--- config.mk ---
export PLATFORM = sky130hd
export DESIGN_NAME = multichannel_envelope_flat
export DESIGN_NICKNAME = d
export VERILOG_FILES = /design/src/rtl/multichannel_envelope_pkg.sv /design/src/rtl/multichannel_envelope_if.sv /design/src/rtl/multichannel_envelope_env_step.sv /design/src/rtl/multichannel_envelope.sv /design/src/flat_wrapper.sv
export SDC_FILE = /design/constraint.sdc
export NUM_CORES = 1
export LEC_CHECK = 0
export CORE_AREA = 3 3 412 414
export DETAILED_ROUTE_END_ITERATION = 10
export DIE_AREA = 0 0 415 417
export PLACE_DENSITY = 0.31
export SYNTH_ARGS = -nofsm -noshare
export SYNTH_HDL_FRONTEND = slang
export SYNTH_SLANG_ARGS = --single-unit
--- constraint.sdc ---
create_clock -name clk -period 12.2 [get_ports clk]
set_clock_uncertainty 0.2 [all_clocks]
set_input_delay 2.44 -clock clk [delete_from_list [all_inputs] [get_ports clk]]
set_output_delay 2.44 -clock clk [all_outputs]
set_load 0.02 [all_outputs]
--- src/rtl/multichannel_envelope_pkg.sv ---
// Shared types and helpers for the multichannel envelope generator.
package multichannel_envelope_pkg;

  typedef enum logic [2:0] {
    IDLE,
    RUN,
    SUSTAIN,
    RELEASE,
    DONE
  } env_state_e;

  // A programmed duration of 0 behaves as a one-tick segment.
  function automatic logic [31:0] eff_dur(input logic [31:0] dur);
    return (dur == '0) ? 32'd1 : dur;
  endfunction

  function automatic logic is_active(input env_state_e s);
    return (s == RUN) || (s == SUSTAIN) || (s == RELEASE);
  endfunction

endpackage

--- src/rtl/multichannel_envelope_if.sv ---
// Control/data bundle between the envelope generator and its host.
interface multichannel_envelope_if #(
  parameter int unsigned N_CHANNELS = 4,
  parameter int unsigned N_SEGMENTS = 8,
  parameter int unsigned GAIN_WIDTH = 16,
  parameter int unsigned DUR_WIDTH  = 16
);
  localparam int unsigned CH_W = (N_CHANNELS > 1) ? $clog2(N_CHANNELS) : 1;

  logic                                       sample_tick;
  logic [N_CHANNELS-1:0]                      key_on;
  logic [N_CHANNELS-1:0]                      retrigger;
  logic [N_CHANNELS*N_SEGMENTS*GAIN_WIDTH-1:0] seg_gain;
  logic [N_CHANNELS*N_SEGMENTS*DUR_WIDTH-1:0]  seg_dur;
  logic [GAIN_WIDTH-1:0]                      out_gain;
  logic [CH_W-1:0]                            out_ch;
  logic                                       out_valid;
  logic [N_CHANNELS-1:0]                      active;
  logic                                       busy;
  logic                                       overrun;

  modport master (
    output sample_tick, key_on, retrigger, seg_gain, seg_dur,
    input  out_gain, out_ch, out_valid, active, busy, overrun
  );

  modport slave (
    input  sample_tick, key_on, retrigger, seg_gain, seg_dur,
    output out_gain, out_ch, out_valid, active, busy, overrun
  );

endinterface

--- src/rtl/multichannel_envelope_env_step.sv ---
// Combinational next-state and target gain for one voice; shared across all slots.
module env_step
  import multichannel_envelope_pkg::*;
#(
  parameter int unsigned N_SEGMENTS  = 8,
  parameter int unsigned SUSTAIN_SEG = 3,
  parameter int unsigned GAIN_WIDTH  = 16,
  parameter int unsigned DUR_WIDTH   = 16,
  localparam int unsigned SEG_W = (N_SEGMENTS > 1) ? $clog2(N_SEGMENTS) : 1
) (
  input  env_state_e                     cur_state,
  input  logic [SEG_W-1:0]               cur_seg,
  input  logic [DUR_WIDTH-1:0]           cur_count,
  input  logic                           cur_prev_key,
  input  logic                           key,
  input  logic                           retrig,
  input  logic [N_SEGMENTS*GAIN_WIDTH-1:0] gains,
  input  logic [N_SEGMENTS*DUR_WIDTH-1:0]  durs,
  output env_state_e                     nxt_state,
  output logic [SEG_W-1:0]               nxt_seg,
  output logic [DUR_WIDTH-1:0]           nxt_count,
  output logic                           nxt_prev_key,
  output logic [GAIN_WIDTH-1:0]          gain
);

  logic [DUR_WIDTH-1:0] dur;
  logic [DUR_WIDTH-1:0] count_inc;
  logic                 seg_done;
  logic                 trigger;

  assign dur       = durs[cur_seg*DUR_WIDTH +: DUR_WIDTH];
  assign seg_done  = 32'(cur_count) >= eff_dur(32'(dur));
  assign count_inc = (cur_count == '1) ? cur_count : cur_count + 1'b1;
  assign trigger   = retrig | (key & ~cur_prev_key);

  always_comb begin
    nxt_state    = cur_state;
    nxt_seg      = cur_seg;
    nxt_count    = cur_count;
    nxt_prev_key = key;

    if (trigger) begin
      nxt_state = (SUSTAIN_SEG == 0) ? SUSTAIN : RUN;
      nxt_seg   = '0;
      nxt_count = DUR_WIDTH'(1);
    end else if (!key && (cur_state == RUN || cur_state == SUSTAIN)) begin
      nxt_state = RELEASE;
      nxt_seg   = SEG_W'(SUSTAIN_SEG + 1);
      nxt_count = DUR_WIDTH'(1);
    end else begin
      case (cur_state)
        RUN: begin
          if (seg_done) begin
            nxt_seg   = cur_seg + 1'b1;
            nxt_count = DUR_WIDTH'(1);
            if (32'(cur_seg) + 32'd1 == SUSTAIN_SEG) nxt_state = SUSTAIN;
          end else begin
            nxt_count = count_inc;
          end
        end
        RELEASE: begin
          if (seg_done) begin
            nxt_count = DUR_WIDTH'(1);
            if (32'(cur_seg) == N_SEGMENTS - 1) nxt_state = DONE;
            else                                nxt_seg   = cur_seg + 1'b1;
          end else begin
            nxt_count = count_inc;
          end
        end
        default: ;
      endcase
    end
  end

  always_comb begin
    gain = '0;
    if (nxt_state != IDLE && nxt_state != DONE)
      gain = gains[nxt_seg*GAIN_WIDTH +: GAIN_WIDTH];
  end

endmodule

--- src/rtl/multichannel_envelope.sv ---
// Time-multiplexed N-voice envelope generator: one voice per clock after each sample tick.
// Optional gain smoothing enabled by defining MULTICHANNEL_ENVELOPE_SMOOTHING_EN.
module multichannel_envelope
  import multichannel_envelope_pkg::*;
#(
  parameter int unsigned N_CHANNELS  = 4,
  parameter int unsigned N_SEGMENTS  = 8,
  parameter int unsigned SUSTAIN_SEG = 3,
  parameter int unsigned GAIN_WIDTH  = 16,
  parameter int unsigned DUR_WIDTH   = 16
) (
  input logic                   clk,
  input logic                   reset,
  multichannel_envelope_if.slave bus
);

  localparam int unsigned CH_W  = (N_CHANNELS > 1) ? $clog2(N_CHANNELS) : 1;
  localparam int unsigned SEG_W = (N_SEGMENTS > 1) ? $clog2(N_SEGMENTS) : 1;
  localparam int unsigned VG    = N_SEGMENTS * GAIN_WIDTH;
  localparam int unsigned VD    = N_SEGMENTS * DUR_WIDTH;
  localparam logic [CH_W-1:0] LAST = CH_W'(N_CHANNELS - 1);

  typedef struct packed {
    env_state_e             state;
    logic [SEG_W-1:0]       seg;
    logic [DUR_WIDTH-1:0]   count;
    logic                   prev_key;
  } env_voice_t;

  env_voice_t              voice_q [N_CHANNELS];
  env_voice_t              cur_voice;
  logic                    busy_q;
  logic [CH_W-1:0]         slot_q;
  logic [N_CHANNELS-1:0]   pending_q;
  logic [N_CHANNELS-1:0]   pend_eff;
  logic [N_CHANNELS-1:0]   slot_mask;
  logic [GAIN_WIDTH-1:0]   out_gain_q;
  logic [CH_W-1:0]         out_ch_q;
  logic                    out_valid_q;
  logic                    overrun_q;
  logic [N_CHANNELS-1:0]   active_c;

  env_state_e              nxt_state;
  logic [SEG_W-1:0]        nxt_seg;
  logic [DUR_WIDTH-1:0]    nxt_count;
  logic                    nxt_prev_key;
  logic [GAIN_WIDTH-1:0]   target;
  logic [GAIN_WIDTH-1:0]   gain_out;

  assign cur_voice = voice_q[slot_q];
  assign slot_mask = N_CHANNELS'(1) << slot_q;
  // A retrigger pulse landing on its own slot is consumed there, so merge before use.
  assign pend_eff  = pending_q | bus.retrigger;

  env_step #(
    .N_SEGMENTS (N_SEGMENTS),
    .SUSTAIN_SEG(SUSTAIN_SEG),
    .GAIN_WIDTH (GAIN_WIDTH),
    .DUR_WIDTH  (DUR_WIDTH)
  ) u_step (
    .cur_state   (cur_voice.state),
    .cur_seg     (cur_voice.seg),
    .cur_count   (cur_voice.count),
    .cur_prev_key(cur_voice.prev_key),
    .key         (bus.key_on[slot_q]),
    .retrig      (pend_eff[slot_q]),
    .gains       (bus.seg_gain[slot_q*VG +: VG]),
    .durs        (bus.seg_dur[slot_q*VD +: VD]),
    .nxt_state   (nxt_state),
    .nxt_seg     (nxt_seg),
    .nxt_count   (nxt_count),
    .nxt_prev_key(nxt_prev_key),
    .gain        (target)
  );

`ifdef MULTICHANNEL_ENVELOPE_SMOOTHING_EN
  localparam int unsigned SM_W = GAIN_WIDTH + 4;

  logic [SM_W-1:0]        sm_q [N_CHANNELS];
  logic signed [SM_W:0]   sm_diff;
  logic [SM_W-1:0]        sm_nxt;

  // One extra bit keeps (target<<4 - sm) signed without overflow.
  always_comb begin
    sm_diff  = $signed({1'b0, target, 4'b0000}) - $signed({1'b0, sm_q[slot_q]});
    sm_nxt   = sm_q[slot_q] + SM_W'(sm_diff >>> 4);
    gain_out = sm_nxt[SM_W-1:4];
  end

  always_ff @(posedge clk) begin
    if (reset) begin
      for (int unsigned i = 0; i < N_CHANNELS; i++) sm_q[i] <= '0;
    end else if (busy_q) begin
      sm_q[slot_q] <= sm_nxt;
    end
  end
`else
  assign gain_out = target;
`endif

  always_ff @(posedge clk) begin
    if (reset) begin
      for (int unsigned i = 0; i < N_CHANNELS; i++)
        voice_q[i] <= '{state: IDLE, seg: '0, count: '0, prev_key: 1'b0};
      pending_q   <= '0;
      busy_q      <= 1'b0;
      slot_q      <= '0;
      out_gain_q  <= '0;
      out_ch_q    <= '0;
      out_valid_q <= 1'b0;
      overrun_q   <= 1'b0;
    end else begin
      overrun_q   <= bus.sample_tick & busy_q;
      out_valid_q <= busy_q;
      pending_q   <= pend_eff & ~(busy_q ? slot_mask : '0);
      if (busy_q) begin
        voice_q[slot_q] <= '{state: nxt_state, seg: nxt_seg, count: nxt_count,
                             prev_key: nxt_prev_key};
        out_gain_q <= gain_out;
        out_ch_q   <= slot_q;
        if (slot_q == LAST) begin
          busy_q <= 1'b0;
          slot_q <= '0;
        end else begin
          slot_q <= slot_q + 1'b1;
        end
      end else if (bus.sample_tick) begin
        busy_q <= 1'b1;
        slot_q <= '0;
      end
    end
  end

  always_comb begin
    active_c = '0;
    for (int unsigned i = 0; i < N_CHANNELS; i++)
      active_c[i] = is_active(voice_q[i].state);
  end

  assign bus.out_gain  = out_gain_q;
  assign bus.out_ch    = out_ch_q;
  assign bus.out_valid = out_valid_q;
  assign bus.active    = active_c;
  assign bus.busy      = busy_q;
  assign bus.overrun   = overrun_q;

endmodule
--- src/flat_wrapper.sv ---
// flat-port wrapper written by rule: the top's interface ports become plain ports
module multichannel_envelope_flat import multichannel_envelope_pkg::*;
#(
  parameter int unsigned N_CHANNELS  = 4,
  parameter int unsigned N_SEGMENTS  = 8,
  parameter int unsigned SUSTAIN_SEG = 3,
  parameter int unsigned GAIN_WIDTH  = 16,
  parameter int unsigned DUR_WIDTH   = 16
)
  (clk, reset, bus_sample_tick, bus_key_on, bus_retrigger, bus_seg_gain, bus_seg_dur, bus_out_gain, bus_out_ch, bus_out_valid, bus_active, bus_busy, bus_overrun);
  multichannel_envelope_if #(.N_CHANNELS(N_CHANNELS), .N_SEGMENTS(N_SEGMENTS), .GAIN_WIDTH(GAIN_WIDTH), .DUR_WIDTH(DUR_WIDTH)) bus_i ();
  input logic clk;
  input logic reset;
  input wire logic [$bits(bus_i.sample_tick)-1:0] bus_sample_tick;
  input wire logic [$bits(bus_i.key_on)-1:0] bus_key_on;
  input wire logic [$bits(bus_i.retrigger)-1:0] bus_retrigger;
  input wire logic [$bits(bus_i.seg_gain)-1:0] bus_seg_gain;
  input wire logic [$bits(bus_i.seg_dur)-1:0] bus_seg_dur;
  output wire logic [$bits(bus_i.out_gain)-1:0] bus_out_gain;
  output wire logic [$bits(bus_i.out_ch)-1:0] bus_out_ch;
  output wire logic [$bits(bus_i.out_valid)-1:0] bus_out_valid;
  output wire logic [$bits(bus_i.active)-1:0] bus_active;
  output wire logic [$bits(bus_i.busy)-1:0] bus_busy;
  output wire logic [$bits(bus_i.overrun)-1:0] bus_overrun;
  assign bus_i.sample_tick = bus_sample_tick;
  assign bus_i.key_on = bus_key_on;
  assign bus_i.retrigger = bus_retrigger;
  assign bus_i.seg_gain = bus_seg_gain;
  assign bus_i.seg_dur = bus_seg_dur;
  assign bus_out_gain = bus_i.out_gain;
  assign bus_out_ch = bus_i.out_ch;
  assign bus_out_valid = bus_i.out_valid;
  assign bus_active = bus_i.active;
  assign bus_busy = bus_i.busy;
  assign bus_overrun = bus_i.overrun;
  multichannel_envelope #(.N_CHANNELS(N_CHANNELS), .N_SEGMENTS(N_SEGMENTS), .SUSTAIN_SEG(SUSTAIN_SEG), .GAIN_WIDTH(GAIN_WIDTH), .DUR_WIDTH(DUR_WIDTH)) u_core (.clk(clk), .reset(reset), .bus(bus_i));
endmodule
Word-level counts from Yosys, hierarchy flattened. Memory sizes are Yosys's and may differ from the RTL's. A register that Yosys moved wholly into a read port is not among the register bits. Index checks and enable logic that the tools add are counted.

Register bits: 27. Word-level logic and storage cells: 104. Output and inout port bits: 25. Bits in writable memories: 92. Bits of input ports: 1035. Memories: 1.

Muxes and demuxes: 41. Shifts and indexed selects: 5. Bitwise logic cells: 7. Reduce and logical (&&, ||, !) cells: 17. $add $sub $neg: 4. Eq/ne operators: 20. Magnitude comparators: 2.

Memories: u_core.voice_q (words 4, bits a word 23, rd ports 5, clocked after Yosys merged registers in 1, write ports 4, RTL line multichannel_envelope.sv:30) `env_voice_t voice_q [N_CHANNELS];`.

Operators with widths (count): 512-bit by 10-bit indexed part select with 128-bit output (2); 128-bit by 8-bit indexed part select with 16-bit output (2); 16-bit two-way mux (7); 3-bit two-way mux (11); 3-bit by 2-bit equality test with 1-bit output (second input constant) (10); 23-bit two-way mux (1); 23-bit OR reduction (1); 16-bit by 1-bit adder with 16-bit output (second input constant) (1); 16-bit equality test (second input constant) (1); 16-bit greater-or-equal comparator (1); 16-bit logical NOT (1); 3-bit by 1-bit equality test with 1-bit output (second input constant) (5); 2-bit two-way mux (6); 3-bit case mux with 2 select lines (2); 1-bit two-way mux (11); 1-bit logical OR (9); 3-bit by 1-bit adder with 4-bit output (second input constant) (1); 4-bit AND (1); 1-bit binary-select mux with 2-bit select (2); 4-bit by 2-bit equality test with 1-bit output (second input constant) (1); 4-bit two-way mux (1); 4-bit inverter (1); 4-bit bitwise OR (1); 1-bit by 2-bit << shifter with 4-bit output (first input constant) (1); other kinds (14) (16).

Logic depth before layout (Yosys ltp). Gate-level depths: netlist of the first run.

Depth after elaboration: 12. Depth in mapped cells: 24. Mapped depth without buffers: 17.

Cells and area by module. From an unflattened synthesis of the first run, not the netlist that was laid out.

Cell total of the unflattened synthesis: 1068. Area total of the unflattened synthesis: 14895.5 um^2.

Modules (own cells, without submodules): multichannel_envelope (area an instance 11373.4 um^2, times used 1, sequential area each 3343.2 um^2, cells each 653); env_step (area an instance 3522.1 um^2, times used 1, sequential area each 0.0 um^2, cells each 415).

Worst setup path after synthesis of the first run. No wires, ideal clock.

Path kind: input port to flip-flop. From: in bus_seg_dur[413]. To: reg u_core.out_gain_q[12], in the netlist u_core.bus.out_gain[12]. Data required time: 11.921 ns. Cell stages on the path: 18. Setup time: 0.079 ns. Slack: 5.495 ns. Data arrival time: 6.426 ns. Buffers on the path: 2. Cell sequence: mux4_2 > mux2i_1 > mux2i_1 > mux2i_1 > nand4_1 > nor4_1 > nand2_1 > nand2_1 > ha_1 > nand2b_1 > a2111o_1 > a311oi_1 > a211oi_2 > buf_6 > mux2i_2 > clkbuf_1 > mux2_2 > o211ai_1.

Longest elaborated chain between the ends: 12. Elaborated cells on any way between the ends: 20. Classes of those cells: order compare (1); eq/ne (1); shift (3); mux (12); reduce/logical (3).

RTL lines: start, declared (RTL line flat_wrapper.sv:18) `input wire logic [$bits(bus_i.seg_dur)-1:0] bus_seg_dur;`; 512-bit by 10-bit indexed part select with 128-bit output (*) (RTL line multichannel_envelope.sv:68) `.durs (bus.seg_dur[slot_q*VD +: VD]),`; 128-bit by 8-bit indexed part select with 16-bit output (*) (RTL line multichannel_envelope_env_step.sv:31) `assign dur = durs[cur_seg*DUR_WIDTH +: DUR_WIDTH];`; 16-bit logical NOT (RTL line multichannel_envelope_pkg.sv:14) `return (dur == '0) ? 32'd1 : dur;`; 16-bit two-way mux (*) (RTL line multichannel_envelope_pkg.sv:14); 16-bit greater-or-equal comparator (*) (RTL line multichannel_envelope_env_step.sv:32) `assign seg_done = 32'(cur_count) >= eff_dur(32'(dur));`; branches (longest 6 deep; another with 128-bit by 8-bit indexed part select with 16-bit output); 16-bit two-way mux (*) (RTL line multichannel_envelope_env_step.sv:77) `if (nxt_state != IDLE && nxt_state != DONE)`; end signal, assigned (RTL line multichannel_envelope.sv:119) `out_gain_q <= gain_out;`; end, declared (RTL line multichannel_envelope.sv:37) `logic [GAIN_WIDTH-1:0] out_gain_q;`.

Mark *: on every way between the ends. A chain may end at the register's enable or synchronous reset.

Worst setup path after layout of the first run.
From: in bus_seg_dur[63]. To: reg u_core.out_gain_q[14], in the netlist u_core.bus.out_gain[14].

The elaborated chain is that of the path after synthesis.

==> flow_metrics.env, run 1 <==
export IMPL_tightest_slew_ns=1.288
export IMPL_cts_resized=0
export IMPL_insertion_delay_ns=0.47
export IMPL_area_delta_synth_final_pct=92.83
export IMPL_ys_warn_count=0
export IMPL_hold_viol=0
export IMPL_dpl_cell_area_um2=27910
export IMPL_critPathLaunchType="input port"
export IMPL_die_w_um=415
export IMPL_ff2ff_path_depth=22
export IMPL_drive_gt1_share_pct=18.85
export IMPL_gp_congestion=0.9390
export IMPL_synth_largest_area_cell="mux4_2"
export IMPL_dieArea_um2=173100
export IMPL_cts_tree="yes"
export IMPL_numCtsBuffers=17
export IMPL_relSlewSlack_pct=14.14
export IMPL_synth_edff_count=92
export IMPL_numClockSinks=121
export IMPL_ys_seq_area_share_pct=22.58
export IMPL_synth_seq_cells=121
export IMPL_arrival_ns=8.87
export IMPL_fillers=18420
export IMPL_fin_crit_sh_pct=71.80
export IMPL_die_height_um=417
export IMPL_synth_most_common_cell="mux4_2"
export IMPL_cp_end_kind="register"
export IMPL_fin_area_um2=28550
export IMPL_power_leakage_nw=9.365
export IMPL_hold_depth=2
export IMPL_setup_viol=0
export IMPL_grt_pass1_wl_um=186300
export IMPL_status="finished clean"
export IMPL_vias=15950
export IMPL_critPathMaxFanout=26
export IMPL_maxCapViolCount=0
export IMPL_fp_row_count=150
export IMPL_antenna_left=0
export IMPL_ctsRootBufferMaster="clkbuf_16"
export IMPL_final_nets=3196
export IMPL_synth_area_leaders="mux4_2 (42%), edfxtp_1 (19%), mux2i_1 (11%), dfxtp_1 (3.9%), mux2_2 (2.6%)"
export IMPL_antenna_found_initial=96
export IMPL_synthCells=1151
export IMPL_grt_ovfl_total=0
export IMPL_synthesis_area_um2=14800
export IMPL_hold_class="reg -> reg"
export IMPL_start_util_pct=8.883
export IMPL_critPathRequiredTime_ns=12.31
export IMPL_io_buffers=1059
export IMPL_vias_per_cell=3.652
export IMPL_firstDrtPassIters=5
export IMPL_synth_area_per_cell_um2=12.86
export IMPL_cts_post_setup_buffers_inserted=0
export IMPL_wl_per_cell_um=33.32
export IMPL_htree_num_levels=4
export IMPL_grt_start_max_net_pins=117
export IMPL_whs_ns=0.2870
export IMPL_hpwl_um=128100
export IMPL_synth_top_area_share_pct=42.44
export IMPL_drt_initial_drc_count=918
export IMPL_ir_worst_vdd_mv=0.07242
export IMPL_synthDistinctLibCells=64
export IMPL_async_flop_share_pct=0
export IMPL_grt_pass1_vias=17520
export IMPL_drc=0
export IMPL_core_area_um2=166700
export IMPL_cts_hold_buf=0
export IMPL_synth_main_ff_cell="edfxtp_1"
export IMPL_finish_utilization_pct=17.13
export IMPL_io_pins=1060
export IMPL_max_freq_mhz=114.2
export IMPL_synthesis_nets=2211
export IMPL_drt_wl_total_um=145600
export IMPL_timing_setup_tns_ns=0
export IMPL_fin_crit_ns=8.760
export IMPL_grtUsageTotal_pct=16.32
export IMPL_powerDensity_nw_per_um2=71.85
export IMPL_cts_reportedPaths_clkPinSlew_ns=0.06
export IMPL_synthTopCellsByCount="mux4_2 (279), mux2i_1 (166), nor2_1 (100), edfxtp_1 (92), clkbuf_1 (72)"
export IMPL_rsz0062_at_grt="no"
export IMPL_maxSlewViolCount=0
export IMPL_cts_buffer_depth=2
export IMPL_worstSetupPathType="in -> reg"
==> metrics by stage <==
step                      worst slack, ns  total power, W  cells
after floorplan                     5.495       0.0009259   1151
after detailed placement            2.721        0.001545   4321
final                               3.440        0.002051   4368
after CTS                           3.196        0.002110   4353
after global routing                3.139        0.002163   4356
after global placement              2.680        0.001547   4321
==> final timing paths <==
check,end,startpoint,slack [ns]
setup / recovery,u_core.bus.out_gain[14]$_SDFFE_PP0P_,bus_seg_dur[63],3.44
hold / removal,u_core.bus.out_gain[8]$_SDFFE_PP0P_,u_core.bus.out_gain[8]$_SDFFE_PP0P_,0.29
setup reg to reg,u_core.bus.out_gain[14]$_SDFFE_PP0P_,u_core.slot_q[0]$_SDFFE_PP0N_,3.72
hold reg to reg,u_core.bus.out_gain[8]$_SDFFE_PP0P_,u_core.bus.out_gain[8]$_SDFFE_PP0P_,0.29
==> sequential cells by signal (all words and copies together) (netlist names), named ones only <==
| name | flops |
|---|---|
| u_core.voice_q | 92 |
| u_core.bus.out_gain | 16 |
| u_core.pending_q | 4 |
| u_core.bus.out_ch | 2 |
| u_core.slot_q | 2 |
| u_core.bus.busy | 1 |
| u_core.bus.out_valid | 1 |
| u_core.bus.overrun | 1 |
==> routing by layer <==
metal  GRT usage (%)  wire (um)  vias to the layer above
met5               0        133                        -
met1           18.04      53730                     8174
met4           1.826       1954                       22
li1                -          -                     6773
met3           3.906       9502                      145
met2           32.07      80240                      839
==> report_power, final <==
group / switching, W / leakage, nW / internal [W]
clock: 0.000233 / 0.291 / 0.000308
combinational: 0.000445 / 7.88 / 0.000574
sequential: 0.0000236 / 1.20 / 0.000467
total: 0.000702 / 9.37 / 0.00135
==> cell type report <==
| type | count | area (um^2) | share of cell area, % |
|---|---|---|---|
| timing repair buffer | 1083 | 10830 | 37.94 |
| multi-input combinational | 866 | 10790 | 37.79 |
| sequential | 121 | 3352 | 11.74 |
| tap | 2204 | 2758 | 9.660 |
| clock buffer | 17 | 425.4 | 1.490 |
| clock inverter | 15 | 178.9 | 0.6268 |
| inverter | 47 | 176.4 | 0.6180 |
| antenna | 15 | 37.54 | 0.1315 |
==> layout by cell type (no fill, tap or decap), drive strengths merged, types with 4 or more instances in the layout <==
cell type / count
a211oi: 6
a21o: 4
a21oi: 10
buf: 24
clkbuf: 17
clkdlybuf4s50: 1059
clkinv: 4
dfxtp: 29
diode: 15
edfxtp: 92
ha: 25
inv: 54
mux2: 35
mux2i: 168
mux4: 279
nand2: 57
nand2b: 16
nand3: 9
nand4: 7
nor2: 100
nor3: 25
nor4: 4
nor4b: 16
o2111ai: 16
o211ai: 32
o21ai: 6
or2: 6
or3: 4
xnor2: 6
==> kinds of logic (layout without fill, tap and decap cells) <==
family / count (synthesis) / in the layout / synth area share, %
adder cells (fa/ha/maj): 25 / 25 / 2.113
multiplexers: 482 / 482 / 56.60
other: 0 / 15 / 0
XOR/XNOR: 9 / 9 / 0.5325
AO/OA/AOI/OAI: 96 / 96 / 5.189
AND/OR/NAND/NOR: 254 / 254 / 8.173
buffers and inverters: 164 / 1162 / 4.809
flip-flops: 121 / 121 / 22.58
==> worst max-delay path: stages <==
cell and delay [ns]:
clkdlybuf4s50_1 0.50, mux4_2 0.48, mux2i_1 0.43, mux2i_1 0.13, mux2i_1 0.47, nand4_1 0.21
nor4_1 0.29, nand2_1 0.10, nand2_1 0.09, ha_1 0.23, nand2b_1 0.15, a2111o_1 0.43
a311oi_1 0.33, buf_4 0.21, a211oi_4 0.06, buf_4 0.28, mux2i_4 0.34, buf_4 0.40
mux2_2 0.41, o2111ai_1 0.62, o211ai_2 0.17
Note: power is estimated with default switching activity, not from simulation.
==> run 2: changes to the inputs <==
--- a/config.mk
+++ b/config.mk
@@ -5,10 +5,10 @@
 export SDC_FILE = /design/constraint.sdc
 export NUM_CORES = 1
 export LEC_CHECK = 0
-export CORE_AREA = 3 3 412 414
+export CORE_AREA = 3 3 410 412
 export DETAILED_ROUTE_END_ITERATION = 10
-export DIE_AREA = 0 0 415 417
-export PLACE_DENSITY = 0.31
+export DIE_AREA = 0 0 413 415
+export PLACE_DENSITY = 0.32
 export SYNTH_ARGS = -nofsm -noshare
 export SYNTH_HDL_FRONTEND = slang
 export SYNTH_SLANG_ARGS = --single-unit
==> constraint.sdc (replaced) <==
create_clock -name clk -period 7.15 [get_ports clk]
set_clock_uncertainty 0.2 [all_clocks]
set_input_delay 1.43 -clock clk [delete_from_list [all_inputs] [get_ports clk]]
set_output_delay 1.43 -clock clk [all_outputs]
set_load 0.02 [all_outputs]
==> run 2 against run 1 <==
First-iteration DRC count is 18% higher. Combinational power is 86% higher. Utilization is 0.71 points higher. Register-to-register slack worse by 3.3 ns. Clock power is 60% higher. Global-route usage is 2.2 points higher. Worst setup slack worse by 3.3 ns. Clock-buffer cell count is 1 higher. Wire length is 13% higher. Cell count is 2.1% higher. Critical endpoint is now u_core.bus.out_gain[9]$_SDFFE_PP0P_.
==> flow_metrics.env, run 2 (synthesized netlist as in run 1, its figures left out) <==
export IMPL_powerDensity_nw_per_um2=121.8
export IMPL_numCtsBuffers=17
export IMPL_tightest_slew_ns=1.180
export IMPL_final_nets=3291
export IMPL_hold_viol=0
export IMPL_status="finished clean"
export IMPL_antenna_found_initial=189
export IMPL_critPathLaunchType="input port"
export IMPL_setup_viol=0
export IMPL_htree_num_levels=4
export IMPL_whs_ns=0.2773
export IMPL_critPathRequiredTime_ns=7.27
export IMPL_start_util_pct=8.983
export IMPL_die_w_um=413
export IMPL_cts_hold_buf=0
export IMPL_wl_per_cell_um=36.80
export IMPL_cts_post_setup_buffers_inserted=0
export IMPL_grtUsageTotal_pct=18.55
export IMPL_antenna_left=0
export IMPL_ir_worst_vdd_mv=0.1155
export IMPL_fin_crit_sh_pct=97.36
export IMPL_die_height_um=415
export IMPL_core_area_um2=164800
export IMPL_area_delta_synth_final_pct=98.64
export IMPL_maxSlewViolCount=0
export IMPL_p_int_w=0.002355
export IMPL_maxCapViolCount=0
export IMPL_relSlewSlack_pct=21.07
export IMPL_numClockSinks=121
export IMPL_rsz0062_at_grt="no"
export IMPL_cts_resized=0
export IMPL_power_leakage_nw=9.835
export IMPL_ctsRootBufferMaster="clkbuf_16"
export IMPL_cts_tree="yes"
export IMPL_hpwl_um=146400
export IMPL_p_seq_share_pct=22.8
export IMPL_grt_start_max_net_pins=60
export IMPL_vias=16940
export IMPL_grt_ovfl_total=0
export IMPL_fin_crit_ns=6.961
export IMPL_pwr_share_comb_pct=53.0
export IMPL_drt_wl_total_um=164100
export IMPL_io_buffers=1059
export IMPL_drt_initial_drc_count=1084
export IMPL_firstDrtPassIters=5
export IMPL_swShare_pct=34.26
export IMPL_cp_end_kind="register"
export IMPL_max_freq_mhz=143.7
export IMPL_grt_pass1_vias=18330
export IMPL_vias_per_cell=3.799
export IMPL_worstSetupPathType="in -> reg"
export IMPL_clock_power_share_pct=24.2
export IMPL_gp_congestion=0.9801
export IMPL_io_pins=1060
export IMPL_arrival_ns=7.08
export IMPL_power_switching_w=0.001227
export IMPL_grt_pass1_wl_um=207000
export IMPL_critPathMaxFanout=28
export IMPL_layout_commonest_cell="clkdlybuf4s50_1"
export IMPL_drive_gt1_share_pct=22.28
export IMPL_layout_common_cells="clkdlybuf4s50_1 (1059), mux4_2 (278), mux2i_1 (164), buf_4 (102), nor2_1 (100)"
export IMPL_drc=0
export IMPL_largest_reg_flops=92
export IMPL_cts_reportedPaths_clkPinSlew_ns=0.07
export IMPL_dieArea_um2=171400
export IMPL_fp_row_count=149
export IMPL_insertion_delay_ns=0.44
export IMPL_regMostFlops="u_core.voice_q"
export IMPL_hold_class="reg -> reg"
export IMPL_power_w=0.003583
export IMPL_cts_buffer_depth=2
[run 2: cell type report]
| type | count | area, um^2 |
|---|---|---|
| Clock buffer | 18 | 429.2 |
| Multi-Input combinational cell | 866 | 10800 |
| Tap cell | 2189 | 2739 |
| Clock inverter | 14 | 140.1 |
| Timing Repair Buffer | 1178 | 11710 |
| Fill cell | 18180 | 135400 |
| Antenna cell | 26 | 65.06 |
| Sequential cell | 121 | 3351 |
| Inverter | 47 | 176.4 |
[run 2: path summary, 6_finish.rpt]
| check | startpoint | endpoint | slack [ns] | cells past startpoint |
|---|---|---|---|---|
| min reg2reg | u_core.bus.out_gain[0]$_SDFFE_PP0P_ | u_core.bus.out_gain[0]$_SDFFE_PP0P_ | 0.28 | 2 |
| max reg2reg | register | u_core.bus.out_gain[9]$_SDFFE_PP0P_ | 0.41 | 23 |
| min | u_core.bus.out_gain[0]$_SDFFE_PP0P_ | u_core.bus.out_gain[0]$_SDFFE_PP0P_ | 0.28 | 2 |
| max | bus_seg_dur[394] | u_core.bus.out_gain[9]$_SDFFE_PP0P_ | 0.19 | 24 |
[run 2: worst max-delay path, stage by stage]
cell	delay [ns]
clkdlybuf4s50_1	0.53
mux4_2	0.54
mux2i_2	0.31
buf_4	0.18
mux2i_1	0.07
mux2i_1	0.27
nand4_1	0.18
nor4_2	0.32
buf_4	0.17
nand2_1	0.08
nand2_1	0.10
ha_1	0.23
nand2b_1	0.15
a2111o_1	0.40
a311oi_1	0.35
buf_4	0.23
a211oi_4	0.09
buf_4	0.17
mux2i_4	0.18
buf_12	0.21
mux2_2	0.35
o2111ai_1	0.23
buf_4	0.18
o211ai_1	0.08
[run 2: through the flow]
stage	TNS (ns)	worst slack [ns]	cells	util, %	cell area, um^2
final	0	0.1889	4459	17.84	29410
after CTS	0	0.06188	4433	17.80	29330
after detailed placement	-4.062	-0.3726	4401	17.45	28760
after global routing	0	0.03525	4442	17.82	29360
after global placement	-7.224	-0.5048	4401	17.45	28760
after floorplan	0	1.455	1151	-	14800
[run 2: power by group through the flow]
stage | Combinational, W | Clock, W | Sequential (W)
final | 0.00190 | 0.000866 | 0.000818
after global routing | 0.00201 | 0.000918 | 0.000823
after CTS | 0.00193 | 0.000897 | 0.000819
after detailed placement | 0.00192 | 0 | 0.000834
after global placement | 0.00192 | 0 | 0.000832
after floorplan | 0.000741 | 0 | 0.000839
[run 2: metal layers]
layer / GRT usage, % / part of all wire [%] / wire (um)
met5: 0 / 0.21 / 345
met4: 2.912 / 2.0 / 3265
met3: 4.446 / 6.3 / 10340
met2: 34.60 / 53 / 86220
met1: 21.55 / 39 / 63920
